**src/rtl/morse_tx_scheduler.sv**
```systemverilog
// morse_tx_scheduler: accepts ASCII characters over valid/ready, looks up
// each character's Morse pattern and times marks/gaps in prescaled units
// to drive an active-low LED bank.
//
// Ports:
//   clk         system clock
//   rst         synchronous active-high reset
//   char_valid  source presents a character
//   char_data   ASCII character, sampled on handshake
//   char_ready  scheduler can accept a character
//   abort       level-sensitive abort of the current character
//   busy        high while a character (or word gap) is being sent
//   sym_err     one-cycle pulse: accepted character has no Morse code
//   leds        active-low LED drive, all 0 = mark, all 1 = dark
//
// Build option: define DIGITS_EN to add '0'-'9' to the code table.
module morse_tx_scheduler #(
  parameter int unsigned CLK_DIV = 13_500_000,
  parameter int unsigned DIV_W   = 24,
  parameter int unsigned LED_W   = 6
) (
  input  logic             clk,
  input  logic             rst,
  input  logic             char_valid,
  input  logic [7:0]       char_data,
  output logic             char_ready,
  input  logic             abort,
  output logic             busy,
  output logic             sym_err,
  output logic [LED_W-1:0] leds
);

  typedef enum logic [2:0] {
    S_IDLE,
    S_MARK,
    S_EL_GAP,
    S_CHAR_GAP,
    S_WORD_GAP
  } state_t;

  state_t             r_state, w_state_nxt;
  logic [DIV_W-1:0]   r_div, w_div_nxt;
  logic [2:0]         r_units, w_units_nxt;
  logic [2:0]         r_idx, w_idx_nxt;
  logic [2:0]         r_len;
  logic [4:0]         r_bits;
  logic [LED_W-1:0]   r_leds;
  logic               r_busy;
  logic               r_err, w_err_nxt;

  logic [7:0]         w_lc;
  logic [2:0]         w_len;
  logic [4:0]         w_bits;
  logic               w_is_space;
  logic               w_xfer;
  logic               w_tick;
  logic               w_dash;
  logic [2:0]         w_need;
  logic               w_unit_done;

  // Code table: length 1..5, element 0 in bit 0, 1 = dash. Length 0 = no code.
  always_comb begin
    w_lc = ((char_data >= 8'h41) && (char_data <= 8'h5A)) ? (char_data | 8'h20) : char_data;
    {w_len, w_bits} = 8'd0;
    case (w_lc)
      "a": {w_len, w_bits} = {3'd2, 5'b00010};
      "b": {w_len, w_bits} = {3'd4, 5'b00001};
      "c": {w_len, w_bits} = {3'd4, 5'b00101};
      "d": {w_len, w_bits} = {3'd3, 5'b00001};
      "e": {w_len, w_bits} = {3'd1, 5'b00000};
      "f": {w_len, w_bits} = {3'd4, 5'b00100};
      "g": {w_len, w_bits} = {3'd3, 5'b00011};
      "h": {w_len, w_bits} = {3'd4, 5'b00000};
      "i": {w_len, w_bits} = {3'd2, 5'b00000};
      "j": {w_len, w_bits} = {3'd4, 5'b01110};
      "k": {w_len, w_bits} = {3'd3, 5'b00101};
      "l": {w_len, w_bits} = {3'd4, 5'b00010};
      "m": {w_len, w_bits} = {3'd2, 5'b00011};
      "n": {w_len, w_bits} = {3'd2, 5'b00001};
      "o": {w_len, w_bits} = {3'd3, 5'b00111};
      "p": {w_len, w_bits} = {3'd4, 5'b00110};
      "q": {w_len, w_bits} = {3'd4, 5'b01011};
      "r": {w_len, w_bits} = {3'd3, 5'b00010};
      "s": {w_len, w_bits} = {3'd3, 5'b00000};
      "t": {w_len, w_bits} = {3'd1, 5'b00001};
      "u": {w_len, w_bits} = {3'd3, 5'b00100};
      "v": {w_len, w_bits} = {3'd4, 5'b01000};
      "w": {w_len, w_bits} = {3'd3, 5'b00110};
      "x": {w_len, w_bits} = {3'd4, 5'b01001};
      "y": {w_len, w_bits} = {3'd4, 5'b01101};
      "z": {w_len, w_bits} = {3'd4, 5'b00011};
`ifdef DIGITS_EN
      "0": {w_len, w_bits} = {3'd5, 5'b11111};
      "1": {w_len, w_bits} = {3'd5, 5'b11110};
      "2": {w_len, w_bits} = {3'd5, 5'b11100};
      "3": {w_len, w_bits} = {3'd5, 5'b11000};
      "4": {w_len, w_bits} = {3'd5, 5'b10000};
      "5": {w_len, w_bits} = {3'd5, 5'b00000};
      "6": {w_len, w_bits} = {3'd5, 5'b00001};
      "7": {w_len, w_bits} = {3'd5, 5'b00011};
      "8": {w_len, w_bits} = {3'd5, 5'b00111};
      "9": {w_len, w_bits} = {3'd5, 5'b01111};
`else
`endif
      default: {w_len, w_bits} = 8'd0;
    endcase
  end

  assign w_is_space = (char_data == 8'h20);

  // The cycle after an unsupported character also holds off the source.
  assign char_ready = (r_state == S_IDLE) && !abort && !r_err && !rst;
  assign w_xfer     = char_valid && char_ready;

  assign w_tick = (r_div == DIV_W'(CLK_DIV - 1));
  assign w_dash = |(r_bits & (5'd1 << r_idx));

  // Units each state lasts.
  always_comb begin
    case (r_state)
      S_MARK:     w_need = w_dash ? 3'd3 : 3'd1;
      S_CHAR_GAP: w_need = 3'd3;
      S_WORD_GAP: w_need = 3'd4;
      default:    w_need = 3'd1;
    endcase
  end

  assign w_unit_done = w_tick && (r_units == (w_need - 3'd1));

  // Next-state and next-output logic.
  always_comb begin
    w_state_nxt = r_state;
    w_idx_nxt   = r_idx;
    w_err_nxt   = 1'b0;
    case (r_state)
      S_IDLE: begin
        if (w_xfer) begin
          if (w_len != 3'd0) begin
            w_state_nxt = S_MARK;
            w_idx_nxt   = 3'd0;
          end else if (w_is_space) begin
            w_state_nxt = S_WORD_GAP;
          end else begin
            w_err_nxt = 1'b1;
          end
        end
      end
      S_MARK: begin
        if (w_unit_done) begin
          w_state_nxt = (r_idx == (r_len - 3'd1)) ? S_CHAR_GAP : S_EL_GAP;
        end
      end
      S_EL_GAP: begin
        if (w_unit_done) begin
          w_state_nxt = S_MARK;
          w_idx_nxt   = r_idx + 3'd1;
        end
      end
      S_CHAR_GAP, S_WORD_GAP: begin
        if (w_unit_done) w_state_nxt = S_IDLE;
      end
      default: w_state_nxt = S_IDLE;
    endcase
    if (abort && (r_state != S_IDLE)) w_state_nxt = S_IDLE;

    // Prescaler and unit counter restart on every state entry and rest in IDLE.
    if ((w_state_nxt != r_state) || (r_state == S_IDLE)) begin
      w_div_nxt   = '0;
      w_units_nxt = 3'd0;
    end else if (w_tick) begin
      w_div_nxt   = '0;
      w_units_nxt = r_units + 3'd1;
    end else begin
      w_div_nxt   = r_div + DIV_W'(1);
      w_units_nxt = r_units;
    end
  end

  // State, counters and registered outputs.
  always_ff @(posedge clk) begin
    if (rst) begin
      r_state <= S_IDLE;
      r_div   <= '0;
      r_units <= 3'd0;
      r_idx   <= 3'd0;
      r_len   <= 3'd0;
      r_bits  <= 5'd0;
      r_leds  <= '1;
      r_busy  <= 1'b0;
      r_err   <= 1'b0;
    end else begin
      r_state <= w_state_nxt;
      r_div   <= w_div_nxt;
      r_units <= w_units_nxt;
      r_idx   <= w_idx_nxt;
      r_leds  <= (w_state_nxt == S_MARK) ? '0 : '1;
      r_busy  <= (w_state_nxt != S_IDLE);
      r_err   <= w_err_nxt;
      if (w_xfer) begin
        r_len  <= w_len;
        r_bits <= w_bits;
      end
    end
  end

  assign leds    = r_leds;
  assign busy    = r_busy;
  assign sym_err = r_err;

endmodule

```
**config.mk**
```make
export PLATFORM = sky130hd
export DESIGN_NAME = morse_tx_scheduler
export DESIGN_NICKNAME = d
export VERILOG_FILES = /design/src/rtl/morse_tx_scheduler.sv
export SDC_FILE = /design/constraint.sdc
export NUM_CORES = 1
export LEC_CHECK = 0
export ABC_AREA = 1
export ABC_CLOCK_PERIOD_IN_PS = 2900
export CELL_PAD_IN_SITES_DETAIL_PLACEMENT = 1
export CELL_PAD_IN_SITES_GLOBAL_PLACEMENT = 2
export CORE_MARGIN = 1.5
export CORE_UTILIZATION = 34
export DETAILED_ROUTE_END_ITERATION = 8
export GPL_TIMING_DRIVEN = 0
export PLACE_DENSITY_LB_ADDON = 0.1
export RECOVER_POWER = 25
export REMOVE_ABC_BUFFERS = 1
export SLEW_MARGIN = 10
export SYNTH_ARGS = -nofsm -noshare
export SYNTH_HDL_FRONTEND = slang
export SYNTH_SLANG_ARGS = --single-unit
```
**constraint.sdc**
```tcl
create_clock -name clk -period 2.9 [get_ports clk]
set_clock_uncertainty 0.05 [all_clocks]
set_input_delay 0.58 -clock clk [delete_from_list [all_inputs] [get_ports clk]]
set_output_delay 0.58 -clock clk [all_outputs]
set_load 0.01 [all_outputs]
```
==> flow_summary.yaml <==
status:
  status: "finished, final reports clean"
power:
  internal_power_mw: 0.9928
  p_per_area_mw_per_mm2: 387.5
  ir_worst_vdd_v: 0.0002813
  p_seq_share_pct: 46.4
  p_comb_share_pct: 10.4
  swShare_pct: 23.28
  p_clk_share_pct: 43.2
  cellLeakagePower_nw: 1.287
  netSwitchingPower_mw: 0.3013
sta:
  worst_hold_slack_ps: 398.6
  slew_headroom_pct: 60.71
  tns_ps: 0
  worst_slew_pin_slew_ps: 589.4
  layout_min_cycle_time_ps: 2557
  slew_violations: 0
  setup_viol: 0
  max_freq_mhz: 391.1
  rsz0062_at_grt: "no"
  hold_violations: 0
  min_period_over_period_pct: 88.17
layout:
  multi_input_area_mm2: 0.001752
  final_common_cell: "nand2_1"
  drive_gt1_share_pct: 14.94
  post-route-util_pct: 40.44
  area_growth_pct: 14.55
  nets: 440
  fillCellCount: 1061
  seqCellArea_um2: 860.8
  n_antenna_cell: 0
  final_cell_mix: "nand2_1, inv_1, dfxtp_1"
synth:
  netlist-cell-type-count: 36
  synth-async-reset-ratio_pct: 0
  yosys.area.top_type_share_pct: 29.53
  synth_top_flop_cell: "dfxtp_1"
  synth.area.top_cells: "dfxtp_1, nand2_1, nor2_4, inv_1, ha_1"
  yosysTopAreaCell: "dfxtp_1"
  synth_edf_count: 0
  yosysSeqAreaShare_pct: 29.53
  synth-seq-cells: 43
  syn-cell-area_mm2: 0.002915
  yosys_warnings: 0
  avgSynthCellArea_um2: 7.380
  synth_cells: 395
route:
  wl_um: 6814
  antenna_left: 0
  first_pass_iters: 4
  wl_per_cell_um: 13.10
  vias: 2470
  avgViaCountPerCell: 4.750
  drc: 0
  first_iter_violations: 43
setup_path:
  r2r_slack_ps: 470
  startpoint: "abort"
  crit_top_cell: "clkdlybuf4s50_1"
  cp_max_fo: 2
  end_kind: "output pin"
  rr_startpoint: "r_div[0]"
  critPathKind: "input port to output pin"
  required_ps: 2270
  critPathSlowestCell: "clkdlybuf4s50_1"
  crit_chain: "clkdlybuf4s50_1, nor4_4, clkdlybuf4s50_1"
  arrival_ps: 1930
  startpoint_type: "input port"
  max_stage_delay_ps: 570
cts:
  root_buffer: "clkbuf_8"
  cts_sinks: 43
  cts_tree: "built"
  clkTransAtPathRegs_ps: 90
  clockBufferDepth: 2
  insertion_delay_ps: 300
  h-tree-depth: 2
  cts_buffers: 5
global_route:
  busiest_layer: "met2"
  antenna_found_initial: 0
  grt_pass1_wl_um: 11650
  grt_pass1_vias: 2441
  use_met1_pct: 21.76
  overflow: 0
  grt_util_met2_pct: 27.41
  grt.total_usage_pct: 16.37
  grt_max_degree: 18
  use_met3_pct: 3.349
floorplan:
  die_h_um: 95.60
  initial_utilization_pct: 35.30
  rows: 33
  fp.dieW_um: 95.60
  ios: 21
  core_mm2: 0.008258
  fp.dieArea_mm2: 0.009139
place:
  routabilityCongestion: 0.8288
  port_buffers: 20
  dpl.hpwl_um: 5121
worst_hold_path:
  hp-class: "flop to flop"
  hp-start: "r_div[0]"
job:
  max_cap_violations: 0
-- path summary, 6_finish.rpt --
| path | end | cells after the start |
|---|---|---|
| worst max-delay path | char_ready | 3 |
| worst min register to register | r_div[0] | 1 |
| worst min-delay path | r_div[0] | 1 |
| worst max register to register | r_div[15] | 14 |
-- power by group through the flow --
stage	clock network, mW	logic [mW]	registers (mW)
2_1_floorplan	0	0.0774	0.615
3_3_place_gp	0	0.135	0.615
3_5_place_dp	0	0.135	0.615
4_1_cts	0.580	0.140	0.601
5_1_grt	0.604	0.153	0.602
6_report	0.559	0.134	0.601
-- per-stage QoR --
| stage | power [mW] | area [um^2] | setup WS, ps | instances |
|---|---|---|---|---|
| after detailed placement | 0.7501 | 3147 | -862.2 | 508 |
| after global routing | 1.359 | 3339 | 119.7 | 520 |
| after floorplan | 0.6926 | 2815 | 421.7 | 383 |
| final | 1.294 | 3339 | 343.1 | 520 |
| after global placement | 0.7493 | 3147 | -837.3 | 508 |
| after CTS | 1.320 | 3353 | 2.513 | 520 |
-- what timing repair did --
action,in CTS,in global routing
pin swaps,0,1
resized for setup,4,10
hold buffers,0,0
endpoints found under the hold margin,0,0
cloned,1,0
buffers inserted,3,0
endpoints found under the setup margin,25,27
-- per-layer routing --
layer	wire length [um]	share of wire, %	up-vias
met3	194	2.8	4
met4	46	0.68	0
li1	-	-	1293
met1	3472	51	1142
met5	0	0	-
met2	3101	46	31
-- state kept, by name (all words and copies together) (netlist names) --
register  count
busy          1
leds          1
r_bits        4
r_div        24
r_idx         3
r_len         3
r_state       3
r_units       3
sym_err       1
-- cells in the mapped netlist (all sizes together) (3+ instances only) --
| cell type | instances |
|---|---|
| nand2 | 90 |
| nor2 | 59 |
| inv | 54 |
| dfxtp | 43 |
| nand3 | 32 |
| a21oi | 16 |
| ha | 14 |
| xor2 | 14 |
| o21ai | 13 |
| xnor2 | 13 |
| nand4 | 11 |
| buf | 10 |
| nor3 | 8 |
| a32oi | 3 |
| or2 | 3 |
-- critical path: cells and delay by family --
family        cells  cell delay (ps)
buf+inv           2             1040
simple gates      1              300
-- cell type report --
cell class	count	area share, %
clock buffers	6	2.173
clock inverters	2	1.798
inverters	56	6.444
multi-input cells	285	52.45
flip-flops and latches	43	25.78
well taps	105	3.934
repair buffers	23	7.419
-- cells by family after synthesis --
| logic type | count (synthesis) | synth area share (%) |
|---|---|---|
| AO/OA/AOI/OAI | 37 | 7.168 |
| XOR/XNOR | 27 | 8.112 |
| adder cells (fa/ha/maj) | 14 | 6.009 |
| buffers and inverters | 68 | 10.82 |
| flip-flops | 43 | 29.53 |
| AND/OR/NAND/NOR | 206 | 38.37 |
(Power assumes the default switching activity.)
